## src/rtl/addsub_issue_ctrl.sv

```systemverilog
// addsub_issue_ctrl: issues operand pairs to an external 8-bit adder/subtractor,
// holds them stable for SETTLE_CYCLES, captures the result with a sign flag and
// buffers it in a small FIFO for a valid/ready consumer.
module addsub_issue_ctrl #(
    parameter int SETTLE_CYCLES = 1,
    parameter int FIFO_DEPTH    = 4
) (
    input  logic        clk,
    input  logic        rst,
    input  logic        in_valid,
    output logic        in_ready,
    input  logic [7:0]  in_a,
    input  logic [7:0]  in_b,
    input  logic        in_mode,
    output logic [7:0]  add_a,
    output logic [7:0]  add_b,
    output logic        add_mode,
    input  logic [7:0]  add_sum,
    input  logic [7:0]  add_gray,
    input  logic        add_carry,
    output logic        out_valid,
    input  logic        out_ready,
    output logic [7:0]  out_sum,
    output logic [7:0]  out_gray,
    output logic        out_carry,
    output logic        out_neg,
    output logic [15:0] op_count
);

    localparam int PTR_W   = (FIFO_DEPTH > 1) ? $clog2(FIFO_DEPTH) : 1;
    localparam int CNT_W   = PTR_W + 1;
    localparam int ENTRY_W = 18;

    localparam logic [CNT_W-1:0] DEPTH_C  = CNT_W'(FIFO_DEPTH);
    localparam logic [3:0]       SETTLE_C = 4'(SETTLE_CYCLES);

    localparam logic [0:0] ST_IDLE   = 1'b0;
    localparam logic [0:0] ST_SETTLE = 1'b1;

    logic [0:0]         r_state;
    logic [3:0]         r_settle_cnt;
    logic [7:0]         r_add_a;
    logic [7:0]         r_add_b;
    logic               r_add_mode;
    logic [15:0]        r_op_count;

    logic [ENTRY_W-1:0] r_mem [FIFO_DEPTH];
    logic [PTR_W-1:0]   r_wr_ptr;
    logic [PTR_W-1:0]   r_rd_ptr;
    logic [CNT_W-1:0]   r_count;

    logic               w_accept;
    logic               w_capture;
    logic               w_pop;
    logic               w_neg;
    logic [ENTRY_W-1:0] w_entry;
    logic [ENTRY_W-1:0] w_head;

    // Space is checked against the count at acceptance; since only a pop can
    // change the count while an op is in flight, the later push always fits.
    assign in_ready  = (r_state == ST_IDLE) && (r_count < DEPTH_C);
    assign w_accept  = in_valid && in_ready;
    assign w_capture = (r_state == ST_SETTLE) && (r_settle_cnt == 4'd1);
    assign w_neg     = r_add_mode & ~add_carry;
    assign w_entry   = {add_sum, add_gray, add_carry, w_neg};
    assign w_pop     = out_valid && out_ready;

    assign add_a    = r_add_a;
    assign add_b    = r_add_b;
    assign add_mode = r_add_mode;
    assign op_count = r_op_count;

    // Outputs come only from FIFO storage; an empty FIFO reads as zero.
    assign out_valid = (r_count != '0);
    assign w_head    = r_mem[r_rd_ptr];
    assign out_sum   = out_valid ? w_head[17:10] : 8'd0;
    assign out_gray  = out_valid ? w_head[9:2]   : 8'd0;
    assign out_carry = out_valid ? w_head[1]     : 1'b0;
    assign out_neg   = out_valid ? w_head[0]     : 1'b0;

    // Issue FSM: accept in IDLE, count down the settle time, capture on the last cycle.
    always_ff @(posedge clk or posedge rst) begin
        if (rst) begin
            r_state      <= ST_IDLE;
            r_settle_cnt <= 4'd0;
        end else begin
            case (r_state)
                ST_IDLE: begin
                    if (w_accept) begin
                        r_state      <= ST_SETTLE;
                        r_settle_cnt <= SETTLE_C;
                    end
                end
                ST_SETTLE: begin
                    r_settle_cnt <= r_settle_cnt - 4'd1;
                    if (w_capture) begin
                        r_state <= ST_IDLE;
                    end
                end
                default: begin
                    r_state      <= ST_IDLE;
                    r_settle_cnt <= 4'd0;
                end
            endcase
        end
    end

    // Operand registers drive the adder and hold until the next acceptance.
    always_ff @(posedge clk or posedge rst) begin
        if (rst) begin
            r_add_a    <= 8'd0;
            r_add_b    <= 8'd0;
            r_add_mode <= 1'b0;
        end else if (w_accept) begin
            r_add_a    <= in_a;
            r_add_b    <= in_b;
            r_add_mode <= in_mode;
        end
    end

    // Completed-result counter, free-running modulo 2^16.
    always_ff @(posedge clk or posedge rst) begin
        if (rst) begin
            r_op_count <= 16'd0;
        end else if (w_capture) begin
            r_op_count <= r_op_count + 16'd1;
        end
    end

    // Result storage; contents are only observed through a nonzero count.
    always_ff @(posedge clk) begin
        if (w_capture) begin
            r_mem[r_wr_ptr] <= w_entry;
        end
    end

    // FIFO pointers and occupancy; simultaneous push and pop leave the count unchanged.
    always_ff @(posedge clk or posedge rst) begin
        if (rst) begin
            r_wr_ptr <= '0;
            r_rd_ptr <= '0;
            r_count  <= '0;
        end else begin
            if (w_capture) begin
                r_wr_ptr <= r_wr_ptr + PTR_W'(1);
            end
            if (w_pop) begin
                r_rd_ptr <= r_rd_ptr + PTR_W'(1);
            end
            case ({w_capture, w_pop})
                2'b10:   r_count <= r_count + CNT_W'(1);
                2'b01:   r_count <= r_count - CNT_W'(1);
                default: r_count <= r_count;
            endcase
        end
    end

endmodule

```

## config.mk

```make
export PLATFORM = sky130hd
export DESIGN_NAME = addsub_issue_ctrl
export DESIGN_NICKNAME = d
export VERILOG_FILES = /design/src/rtl/addsub_issue_ctrl.sv
export SDC_FILE = /design/constraint.sdc
export NUM_CORES = 1
export LEC_CHECK = 0
export ABC_AREA = 1
export ABC_CLOCK_PERIOD_IN_PS = 2590
export BUFFER_PORTS_ARGS = -buffer_cell sky130_fd_sc_hd__buf_2
export CORE_MARGIN = 3
export CORE_UTILIZATION = 38
export CTS_CLUSTER_SIZE = 10
export DETAILED_ROUTE_END_ITERATION = 8
export PLACE_DENSITY = 0.69
export SETUP_SLACK_MARGIN = 0.2
export SYNTH_ARGS = -nofsm -noshare
export SYNTH_HDL_FRONTEND = slang
export SYNTH_SLANG_ARGS = --single-unit
```

## constraint.sdc

```tcl
create_clock -name clk -period 2.59 [get_ports clk]
set_input_delay 0.518 -clock clk [delete_from_list [all_inputs] [get_ports clk]]
set_output_delay 0.518 -clock clk [all_outputs]
set_load 0.01 [all_outputs]
```

* Word-level counts from Yosys, hierarchy flattened *
Memories as Yosys holds them, arrays and structs flattened.
Cells that the tools add are included.

cells by class
  equality and inequality tests = 4
  bitwise gates (word level) = 3
  order comparisons = 1
  $add $sub $neg = 6
  multiplexer cells = 12
  reductions and logical operators = 6

operators by type and width
  operator                 number
  $add A16 B1 Y16 const B  1
  $mux W8                  2
  $pmux W4 S2              1
  $mux W1                  6
  $pmux W3 S2              1
  $add A2 B1 Y2 const B    2
  $eq A4 B1 Y1 const B     1
  $logic_and A1 B1 Y1      4
  $mux W4                  1
  $sub A4 B1 Y4 const B    1
  $add A3 B1 Y3 const B    1
  $lt A3 B3 Y1 const B     1
  $reduce_bool A3 Y1       1
  $sub A3 B1 Y3 const B    1
  $eq A2 B1 Y1 const B     1
  $eq A2 B2 Y1 const B     1
  $ne A2 B2 Y1 const B     1
  $not A1 Y1               2
  $pmux W1 S2              1
  $reduce_bool A2 Y1       1
  $and A1 B1 Y1            1

storage, ports and cells
  word-level logic and storage cells = 42
  memories = 1
  memory bits (writable) = 72
  register bits = 45

memory list
  memory  depth  bits a word  rd ports  clocked after memory_dff  wr ports  RTL line  text
  r_mem   4      18           1         0                         1         47        logic [ENTRY_W-1:0] r_mem [FIFO_DEPTH];

* Logic depth before layout (Yosys ltp) *
  depth in word-level cells = 5
  depth in mapped cells = 10
  gate-level depth less buffers = 10

* Worst setup path before layout *
OpenSTA, ideal clock, no wires.

  path kind = reg2reg
  from = register r_settle_cnt[1]
  to = memory r_mem[0][0] (enable)
  cell stages (with the launch flop) = 6
  period minus slack after synthesis = 2.088 ns
  required time = 2.197 ns
  arrival time = 1.695 ns
  library setup time = 0.393 ns
  slack = 0.502 ns
  cells stage by stage = dfrtp_1 > inv_1 > ha_1 > nand3_2 > buf_4 > nor2_1

on the way
  cells in the longest elaborated chain, start to end = 4

ends and longest elaborated chain
  item                           RTL line  text
  start, declared                41        logic [3:0] r_settle_cnt;
  start signal, assigned         95        r_settle_cnt <= r_settle_cnt - 4'd1;
  $eq A4 B1 Y1                   63        assign w_capture = (r_state == ST_SETTLE) && (r_settle_cnt == 4'd1);
  $logic_and A1 B1 Y1            63
  $mux W1                        132       if (w_capture) begin
  $mux W1 (not written as such)  133       r_mem[r_wr_ptr] <= w_entry;
  end, declared                  47

Every way passes these cells.

* Final worst setup path *
  from = register r_count[0]
  to = output port out_sum[6]

on the way
  cells in the longest elaborated chain, start to end = 2

ends and longest elaborated chain
  item                    RTL line  text
  start, declared         50        logic [CNT_W-1:0] r_count;
  start signal, assigned  151       2'b10: r_count <= r_count + CNT_W'(1);
  start signal, assigned  152       2'b01: r_count <= r_count - CNT_W'(1);
  start signal, assigned  153       default: r_count <= r_count;
  $reduce_bool A3 Y1      74        assign out_valid = (r_count != '0);
  $mux W8                 76        assign out_sum = out_valid ? w_head[17:10] : 8'd0;
  end, declared           23        output logic [7:0] out_sum,

Every way passes these cells.

==> metrics.txt <==
Rel. slew slack 66.3%; num rows 40; Worst Setup SP r_count[0]$_DFFE_PP0P_; Max Cap Violations 0; reg2reg path depth 10; Switching Fraction 35.4%; WS Path Type reg2out; Via density 4.70; Max Clock Freq 0.458 GHz; drt first-iter violations 313; Place WS 0.520 ns; #FFs+latches synth 117; # nets final 620; Synth top area share 43.9%; Mapped Nets 513; total global-route track usage 15.8%; H-tree Lvls 4; Main synth FF type edfxtp_1; cell accounting for the most synthesized area edfxtp_1; static leakage 0.00277 uW; Setup Viol. Count Final 0; Clock Latency Late Sink 0.40 ns; clk_skew 0.00868 ns; part of the power in registers 36.3%; Vias 3544; Syn Inst Count 466; Comb pwr share 32.7%; CTS root buffer clkbuf_16; GPL Wtd Cong 0.809; vias in the first global route 3630; antenna violations before repair 0; Hold Crit Class in2async; synth top area cells edfxtp_1, dfrtp_1, nor2_1, nand2_1, o21ai_0; status complete, no violations; first drt pass iteration count 4; Clk pwr share 31.1%; flop-to-flop setup slack 0.63 ns; drt drc 0; synthesized area 4920 um2; Ports 91; Die Ht 120 um; post-cts hold buffer count 0; Setup crit end out_sum[6]; clock tree sinks 117; clock slew at reported path FFs 0.05 ns; placed cell count 721; fillcell total 1123; Switching Power 2480 uW; core area 12300 um2; final period utilization 84.4%; overall routed net length 10600 um; Final ANT Viol Nets 0; Synth Warn # 0; first-pass GRT wire length 17700 um; largest net degree at the start of global routing 29; total congestion overflow 0; number of clock buffers inserted by TritonCTS 17; Routed wire per std cell 14.0 um; Worst Path Arrival 1.67 ns; sequential area share after synthesis 66.8%; initial core utilization 40.0%; die area 14300 um2; RSZ-0062 raised after global routing false; FF-to-FF Start r_count[0]$_DFFE_PP0P_; CP required 2.07 ns; worst IR drop on VDD 0.507 mV; deepest clock path buffer count 2; Synth cell types 26; overall power 7010 uW; Critical R2R Capture r_count[2]$_DFFE_PP0P_; Detail Placement HPWL 6980 um; Hold Vio Cnt, Final 0; layout cell share with drive strength beyond 1 24.7%; syn_area_per_cell 10.6 um2; ant diodes 0; Power Internal 4530 uW; EDFF count, synth 72; CTS tree built; CP Launch Type flip-flop; Power Density 1130 nW/um2; die width 120 um; area grow syn2layout 25.5%; Final Max Slew Viols 0; Synth async-reset ratio 38.5%; fin worst setup slack 0.405 ns; port bufs 90; type of destination of the critical path primary output; Final Critical Period 2.18 ns; Cell Count, Final, Fillers Out 754; Fin Setup TNS 0 ns; Slew @ Worst Pin 0.505 ns; critical-path maximum fanout 18
==> worst max-delay path, cell delays in order, from the launching register on <==
cell and delay [ns]:
dfrtp_1 0.37, inv_1 0.08, nand3_1 0.16, clkinv_1 0.08
buf_4 0.20, a21oi_1 0.20, buf_2 0.17
==> placed cells by master, fill, tap and decap left out, types with 2 or more instances in the layout <==
| cell type | instances |
|---|---|
| nand2_1 | 93 |
| nor2_1 | 90 |
| buf_2 | 90 |
| edfxtp_1 | 72 |
| dfrtp_1 | 44 |
| o21ai_0 | 42 |
| inv_1 | 33 |
| a21oi_1 | 22 |
| clkbuf_16 | 17 |
| nand3_1 | 11 |
| buf_4 | 11 |
| xor2_1 | 8 |
| ha_1 | 8 |
| nor2_2 | 6 |
| clkinvlp_4 | 6 |
| inv_6 | 4 |
| nand3b_1 | 3 |
| clkinv_1 | 3 |
| o21ai_1 | 3 |
| xnor2_1 | 3 |
| nand4_1 | 2 |
| clkinv_2 | 2 |
==> sequential cells by signal, indices dropped and copies added (netlist names) <==
signal / count
add_a: 8
add_b: 8
add_mode: 1
op_count: 16
r_count: 3
r_mem: 72
r_rd_ptr: 2
r_settle_cnt: 4
r_state: 1
r_wr_ptr: 2
==> layout make-up <==
type | instances | area, um2 | share of cell area (%)
Clock buffer | 18 | 429 | 6.95
Timing Repair Buffer | 102 | 553 | 8.95
Inverter | 38 | 146 | 2.37
Multi-Input combinational cell | 297 | 1420 | 23.0
Tap cell | 168 | 210 | 3.40
Sequential cell | 117 | 3290 | 53.3
Clock inverter | 14 | 128 | 2.07
==> power groups by stage <==
stage	sequential, uW	combinational (uW)	clock [uW]
5_1_grt	2580	2590	2330
2_1_floorplan	2610	1400	0
3_3_place_gp	2570	2210	0
4_1_cts	2560	2300	2220
6_report	2540	2290	2180
3_5_place_dp	2580	2290	0
==> kinds of logic (layout without fill, tap and decap cells) <==
| logic type | Yosys count | after routing | synth area share [%] |
|---|---|---|---|
| buffers and inverters | 52 | 172 | 4.50 |
| AOI/OAI and AO/OA | 69 | 69 | 7.07 |
| xor gates and xnor gates | 11 | 11 | 1.96 |
| and+or+nand+nor | 208 | 208 | 17.2 |
| DFF | 117 | 117 | 66.8 |
| adders and majority gates | 9 | 9 | 2.44 |
==> metal layers <==
layer  wire, um  up-vias  track usage [%]
met5          0        -                0
met1       4500     1664             19.9
met4         60        0             3.79
met2       5300      125             26.3
met3        713        4             5.33
li1           -     1751                -
==> synthesized netlist by cell type (2+ instances only) <==
library cell,number
nand4_1,2
nand3_1,11
dfrtp_1,45
nor2_2,2
clkinv_1,3
clkbuf_1,3
xnor2_1,3
nand2_1,93
o21ai_0,44
xor2_1,8
buf_2,7
nand3b_1,3
buf_4,4
inv_1,34
ha_1,8
edfxtp_1,72
a21oi_1,22
nor2_1,94
==> per-stage QoR <==
| stage | hold slack [ns] | utilization [%] | instance area (um2) |
|---|---|---|---|
| 2_1_floorplan | 0.446 | - | 4920 |
| 3_3_place_gp | 0.460 | 45.6 | 5610 |
| 3_5_place_dp | 0.465 | 45.6 | 5610 |
| 4_1_cts | 0.159 | 50.1 | 6170 |
| 5_1_grt | 0.174 | 50.2 | 6180 |
| 6_report | 0.143 | 50.2 | 6180 |
==> timing repair <==
item | CTS | global route
gates resized for setup | 2 | 2
setup endpoints to repair | 11 | 6
gates cloned | 0 | 0
buffers inserted | 0 | 1
==> worst min-delay path by stage <==
stage,to,slack (ns),depth (start not counted)
floorplan,r_count[0]$_DFFE_PP0P_,0.45,1
global placement,add_b[0]$_DFFE_PP0P_,0.46,2
detailed placement,add_b[5]$_DFFE_PP0P_,0.46,2
CTS,add_a[4]$_DFFE_PP0P_,0.16,2
global route,op_count[15]$_DFFE_PP0P_,0.17,2
finish,add_a[0]$_DFFE_PP0P_,0.14,2
Note: power is estimated with default switching activity, not from simulation.
